## src/rtl/compression_sched.sv

```systemverilog
// Round-robin per-message scheduler for a shared combinational byte compressor.
// Streams the granted source's bytes through the compressor into a registered valid/ready output.
module compression_sched #(
    parameter int NUM_REQ = 2,
    parameter int SRC_W   = 1,
    parameter int CNT_W   = 16
) (
    input  logic                 CLK,
    input  logic                 RST_N,
    input  logic [NUM_REQ-1:0]   REQ_VALID,
    input  logic [8*NUM_REQ-1:0] REQ_DATA,
    input  logic [NUM_REQ-1:0]   REQ_LAST,
    output logic [NUM_REQ-1:0]   REQ_READY,
    output logic [7:0]           CMP_IN,
    input  logic [7:0]           CMP_OUT,
    output logic                 OUT_VALID,
    output logic [7:0]           OUT_DATA,
    output logic [SRC_W-1:0]     OUT_SRC,
    output logic                 OUT_LAST,
    input  logic                 OUT_READY,
    output logic                 BUSY,
    output logic [CNT_W-1:0]     BYTE_COUNT
);

    typedef enum logic {ST_IDLE, ST_STREAM} state_t;

    state_t             r_state;
    logic [SRC_W-1:0]   r_grant;
    logic [SRC_W-1:0]   r_last_grant;
    logic               r_out_valid;
    logic [7:0]         r_out_data;
    logic [SRC_W-1:0]   r_out_src;
    logic               r_out_last;
    logic [CNT_W-1:0]   r_byte_count;

    logic [NUM_REQ-1:0] w_gnt_onehot;
    logic [7:0]         w_gnt_data;
    logic               w_gnt_last;
    logic               w_slot_free;
    logic               w_accept;
    logic               w_any;
    logic [SRC_W-1:0]   w_next_grant;

    // Two passes: sources above last_grant first, then wrap to those at or below it.
    always_comb begin
        w_any        = 1'b0;
        w_next_grant = '0;
        for (int unsigned j = 0; j < NUM_REQ; j++) begin
            if (!w_any && REQ_VALID[j] && (j > 32'(r_last_grant))) begin
                w_any        = 1'b1;
                w_next_grant = SRC_W'(j);
            end
        end
        for (int unsigned j = 0; j < NUM_REQ; j++) begin
            if (!w_any && REQ_VALID[j] && (j <= 32'(r_last_grant))) begin
                w_any        = 1'b1;
                w_next_grant = SRC_W'(j);
            end
        end
    end

    always_comb begin
        w_gnt_onehot = '0;
        w_gnt_data   = '0;
        for (int unsigned j = 0; j < NUM_REQ; j++) begin
            if (SRC_W'(j) == r_grant) begin
                w_gnt_onehot[j] = 1'b1;
                w_gnt_data      = REQ_DATA[8*j +: 8];
            end
        end
    end

    assign w_gnt_last  = |(REQ_LAST & w_gnt_onehot);
    assign w_slot_free = !r_out_valid || OUT_READY;
    assign REQ_READY   = (r_state == ST_STREAM && w_slot_free) ? w_gnt_onehot : '0;
    assign CMP_IN      = (r_state == ST_STREAM) ? w_gnt_data : '0;
    assign w_accept    = |(REQ_VALID & REQ_READY);

    always_ff @(posedge CLK or negedge RST_N) begin
        if (!RST_N) begin
            r_state      <= ST_IDLE;
            r_grant      <= '0;
            r_last_grant <= SRC_W'(NUM_REQ - 1);
            r_out_valid  <= 1'b0;
            r_out_data   <= '0;
            r_out_src    <= '0;
            r_out_last   <= 1'b0;
            r_byte_count <= '0;
        end else begin
            case (r_state)
                ST_IDLE: begin
                    if (w_any) begin
                        r_grant <= w_next_grant;
                        r_state <= ST_STREAM;
                    end
                end
                ST_STREAM: begin
                    if (w_accept && w_gnt_last) begin
                        r_last_grant <= r_grant;
                        r_state      <= ST_IDLE;
                    end
                end
                default: r_state <= ST_IDLE;
            endcase

            if (w_accept) begin
                r_out_valid  <= 1'b1;
                r_out_data   <= CMP_OUT;
                r_out_src    <= r_grant;
                r_out_last   <= w_gnt_last;
                r_byte_count <= r_byte_count + 1'b1;
            end else if (OUT_READY) begin
                r_out_valid <= 1'b0;
            end
        end
    end

    assign OUT_VALID  = r_out_valid;
    assign OUT_DATA   = r_out_data;
    assign OUT_SRC    = r_out_src;
    assign OUT_LAST   = r_out_last;
    assign BYTE_COUNT = r_byte_count;
    assign BUSY       = (r_state == ST_STREAM) || r_out_valid;

endmodule

```

## config.mk

```make
export PLATFORM = sky130hd
export DESIGN_NAME = compression_sched
export DESIGN_NICKNAME = d
export VERILOG_FILES = /design/src/rtl/compression_sched.sv
export SDC_FILE = /design/constraint.sdc
export NUM_CORES = 1
export LEC_CHECK = 0
export ABC_AREA = 1
export CAP_MARGIN = 40
export CORE_ASPECT_RATIO = 0.7
export CORE_MARGIN = 2
export CORE_UTILIZATION = 40
export DETAILED_ROUTE_END_ITERATION = 8
export PLACE_DENSITY = 0.78
export SETUP_SLACK_MARGIN = 0.3
export SYNTH_ARGS = -nofsm -noshare
export SYNTH_HDL_FRONTEND = slang
export SYNTH_SLANG_ARGS = --single-unit
export TNS_END_PERCENT = 50
```

## constraint.sdc

```tcl
create_clock -name CLK -period 1.5 [get_ports CLK]
set_input_delay 0.3 -clock CLK [delete_from_list [all_inputs] [get_ports CLK]]
set_output_delay 0.3 -clock CLK [all_outputs]
set_load 0.02 [all_outputs]
```

==> summary by stage <==
Clocking
The CTS sink count is 30. In this run the number of H-tree levels came out at 2. The clock input transition at the sequential cells of the worst setup and hold paths is 0.06 ns.

The source-to-sink clock delay at the later pin of the worst-skew pair is 0.28 ns. The maximum clock insertion buffer count is 2. The total clock buffers created by CTS is 5.

The number of hold buffers added after CTS was 0. The CTS tree is yes. The clock tree root driver cell is sky130_fd_sc_hd__clkbuf_8.

Detailed routing
The detailed router finished its first iteration with roughly 130 violations. The via count normalized by instance count is 4.821. The first-pass iteration count of the detailed router is 4. In this run the remaining antenna-violating nets after routing total 0.

In the final routed layout, each cell accounts on average for 13.68 µm. After detailed routing, the number of remaining DRC violations is 0. The final route contains between 1,500 and 2,000 vias. Wires add up to 5.364 mm.

GRT
The number of global-route vias before repair came to 1,882. The initial antenna violation count came to 0. The total congestion overflow is 0. The peak-usage layer in the global routing report is met2. Entering global routing, the biggest net connects 31 pins.

The global-route wire length before repair is around 9 mm. The met1 track demand over resource in global routing is 0.3421. For this run, global-route usage on met3 was measured as 0.06288. The met2 capacity usage during global routing is 0.3802. Across every metal layer, demand over resource in global routing totals 0.2492.

Layout
After the last flow step, the layout net total stands at 371. The final antenna diode count is 0. Of the cells placed in the final design, the portion with a size suffix greater than 1 is 0.4294. From synthesis to final layout, the design area changed by 74.34%. Once layout is done, the placed cells without fillers occupy approximately 3000 µm². The layout has 281 filler cells.

Placed design
The post-placement worst setup slack is -0.4287 ns. The placer congestion estimate is 0.8517. The final HPWL from detailed placement is 3.301 mm.

The number of port buffers is 68. The area after detailed placement is 2645 µm².

Synth
The largest total area in the synthesized netlist belongs to sky130_fd_sc_hd__dfrtp_1. Sorting the synthesized cells by how often they occur yields sky130_fd_sc_hd__nand2_1, sky130_fd_sc_hd__dfrtp_1, sky130_fd_sc_hd__nor2_1. Of the synthesized area, sequential elements account for 0.4393. The cell count after synthesis is 230. The post-synthesis instance area is approximately 1700 µm². The mean area per synthesized cell is between 7 and 8 µm². The total of flip-flops plus latches after synthesis is 30. The post-synthesis compound-gate area fraction came to 0.05336. Of the total synthesized cell area, the portion taken by full adders, half adders and majority gates is 0.007310. Synthesis produced a netlist with a net count of between 200 and 300. Yosys printed 0 warnings. The number of enable flip-flop cells after synthesis is 0. Of the total synthesized cell area, the portion taken by AND, OR, NAND and NOR gates is 0.3933. The number of library cell types mapped by synthesis is 30. The combinational family with the most area after synthesis is simple AND/OR/NAND/NOR gates. Of all flip-flops after synthesis, the portion carrying an async set or reset was 1.000. The xor/xnor cell area share of the yosys netlist is 0.02558. The most used flip-flop cell after synthesis is sky130_fd_sc_hd__dfrtp_1. The cell with the most instances after synthesis is sky130_fd_sc_hd__nand2_1. The share of the synthesized area in the top cell type is 0.4240. Ranked by total cell area, the synthesized netlist is headed by sky130_fd_sc_hd__dfrtp_1, sky130_fd_sc_hd__nand2_1, sky130_fd_sc_hd__nor2_1, sky130_fd_sc_hd__o21ai_0, sky130_fd_sc_hd__inv_1. After synthesis, the share of cell area in mux cells is 0.

Worst setup path
The type of origin of the critical path is a register. STA puts the critical path data arrival time at 1.21 ns. The critical setup path kind is reg -> out. The highest net fanout along the worst path is 7. The type of destination of the critical path is a primary output. The data required time of the worst path is 1.20 ns.

Die
The total I/O pin count is a little under 70. The floorplan has 19 rows. The die is approximately 59 µm tall.

After floorplanning, the core was sized to cover about 4000 µm². The overall die area is slightly below 5000 µm². The horizontal extent of the die is 82.19 µm. The initial core utilization is 0.4260.

STA
Setup violations remaining at the end of the flow were counted as 3. The tightest hold margin is 0.3726 ns. For the final database, setup skew stands at 0.002472 ns. The worst pin sits at a relative slew slack of 0.7840. The final worst-path setup slack is -0.009498 ns.

Setup repair after global routing could not meet its margin everywhere. The final number of max-transition violations is 0. Subtracting the final worst setup slack from the clock period gives 1.509 ns. Of the available clock period, the critical path in the final layout requires 1.006. Based on the critical path, the design can be clocked at up to 662.5 MHz.

The actual slew at the worst max-slew pin is approximately 0.32 ns. The final hold violation count came to 0.

Run status
The run finished, with violations left. The final reports fail on setup timing.

Pwr
VDD sags by at most 1.164 mV. The power per standard cell area is 1848 nW/µm². For this design the static power due to leakage is 1.448 nW.

Job
The tool flagged a number of max-cap violations equal to 0.

Hold path
The min-delay analysis places its worst path in the category in -> async.
## metal layers
metal,vias up,share of wire
li1,939,-
met1,872,0.44
met2,67,0.47
met3,12,0.068
met4,0,0.023
met5,-,0
## state kept, by name (all words and copies together), names as in the netlist
register      flops
OUT_LAST          1
r_last_grant      1
OUT_SRC           1
OUT_DATA          8
r_grant           1
r_state           1
BYTE_COUNT       16
OUT_VALID         1
## critical path, stage by stage, from the launching register on
cell	delay, ns
sky130_fd_sc_hd__dfrtp_2	0.43
sky130_fd_sc_hd__buf_12	0.16
sky130_fd_sc_hd__inv_6	0.07
sky130_fd_sc_hd__nor2_1	0.05
sky130_fd_sc_hd__nor2_2	0.09
sky130_fd_sc_hd__buf_6	0.12
## final cells by class
class                           count  area [µm²]  area share
Clock buffer                        7       86.33     0.02893
Multi-Input combinational cell    172       973.4      0.3262
Tap cell                           52       65.06     0.02180
Timing Repair inverter              2       20.02    0.006709
Timing Repair Buffer              107       969.7      0.3249
Sequential cell                    30       759.5      0.2545
Inverter                           21       105.1     0.03522
Clock inverter                      1       5.005    0.001677
## power breakdown
| part | switching [mW] | internal (mW) |
|---|---|---|
| clock network | 0.312 | 0.370 |
| registers | 0.181 | 1.09 |
| logic | 1.93 | 1.63 |
| total | 2.43 | 3.09 |
## per-stage QoR
step	total power [mW]	utilization	TNS, ns	instances
finish	5.513	0.7428	-0.01472	392
global route	5.834	0.7428	-0.5472	392
CTS	5.334	0.7256	-0.01066	390
detailed placement	4.112	0.6584	-8.108	365
global placement	4.072	0.6584	-7.286	365
floorplan	2.864	-	0	230
## final timing paths
kind	start	depth (start not counted)	end	slack, ns
setup / recovery	r_grant	5	CMP_IN[0]	-0.009
hold / removal	RST_N	2	BYTE_COUNT[2]	0.37
setup reg to reg	r_grant	9	BYTE_COUNT[12]	0.02
hold reg to reg	OUT_DATA[0]	2	OUT_DATA[0]	0.47
max in group asynchronous	RST_N	2	r_last_grant	0.89
min in group CLK	OUT_DATA[0]	2	OUT_DATA[0]	0.47
## cells in the final DEF, fill, tap and decap left out, types with 2 or more instances in the layout
cell type	count
sky130_fd_sc_hd__nand3_1	9
sky130_fd_sc_hd__dfrtp_2	6
sky130_fd_sc_hd__xnor2_1	2
sky130_fd_sc_hd__o21ai_1	4
sky130_fd_sc_hd__nand2_4	3
sky130_fd_sc_hd__nor3_1	2
sky130_fd_sc_hd__nand2_2	9
sky130_fd_sc_hd__nor2_2	14
sky130_fd_sc_hd__o21ai_2	12
sky130_fd_sc_hd__clkbuf_8	6
sky130_fd_sc_hd__buf_6	22
sky130_fd_sc_hd__buf_4	25
sky130_fd_sc_hd__nor2_1	14
sky130_fd_sc_hd__nand4_4	2
sky130_fd_sc_hd__dfrtp_1	23
sky130_fd_sc_hd__buf_2	24
sky130_fd_sc_hd__inv_1	16
sky130_fd_sc_hd__nand4_1	8
sky130_fd_sc_hd__buf_12	5
sky130_fd_sc_hd__xor2_1	3
sky130_fd_sc_hd__clkinv_2	2
sky130_fd_sc_hd__clkdlybuf4s50_1	29
sky130_fd_sc_hd__nand2_1	81
sky130_fd_sc_hd__inv_2	2
sky130_fd_sc_hd__nor2_4	3
## cells by family after synthesis
| logic type | Yosys count |
|---|---|
| AND/OR/NAND/NOR | 149 |
| flip-flops | 30 |
| buffers and inverters | 28 |
| AO/OA/AOI/OAI | 17 |
| XOR/XNOR | 5 |
| adder cells (fa/ha/maj) | 1 |
## repair_timing
item                                    4_1_cts  5_1_grt
hold endpoints to repair                      0        0
gates cloned                                  2        0
pin swaps                                    16        6
buffers inserted                             15        2
gates resized for setup                     228       20
endpoints found under the setup margin       67       45
(Power assumes the default switching activity.)
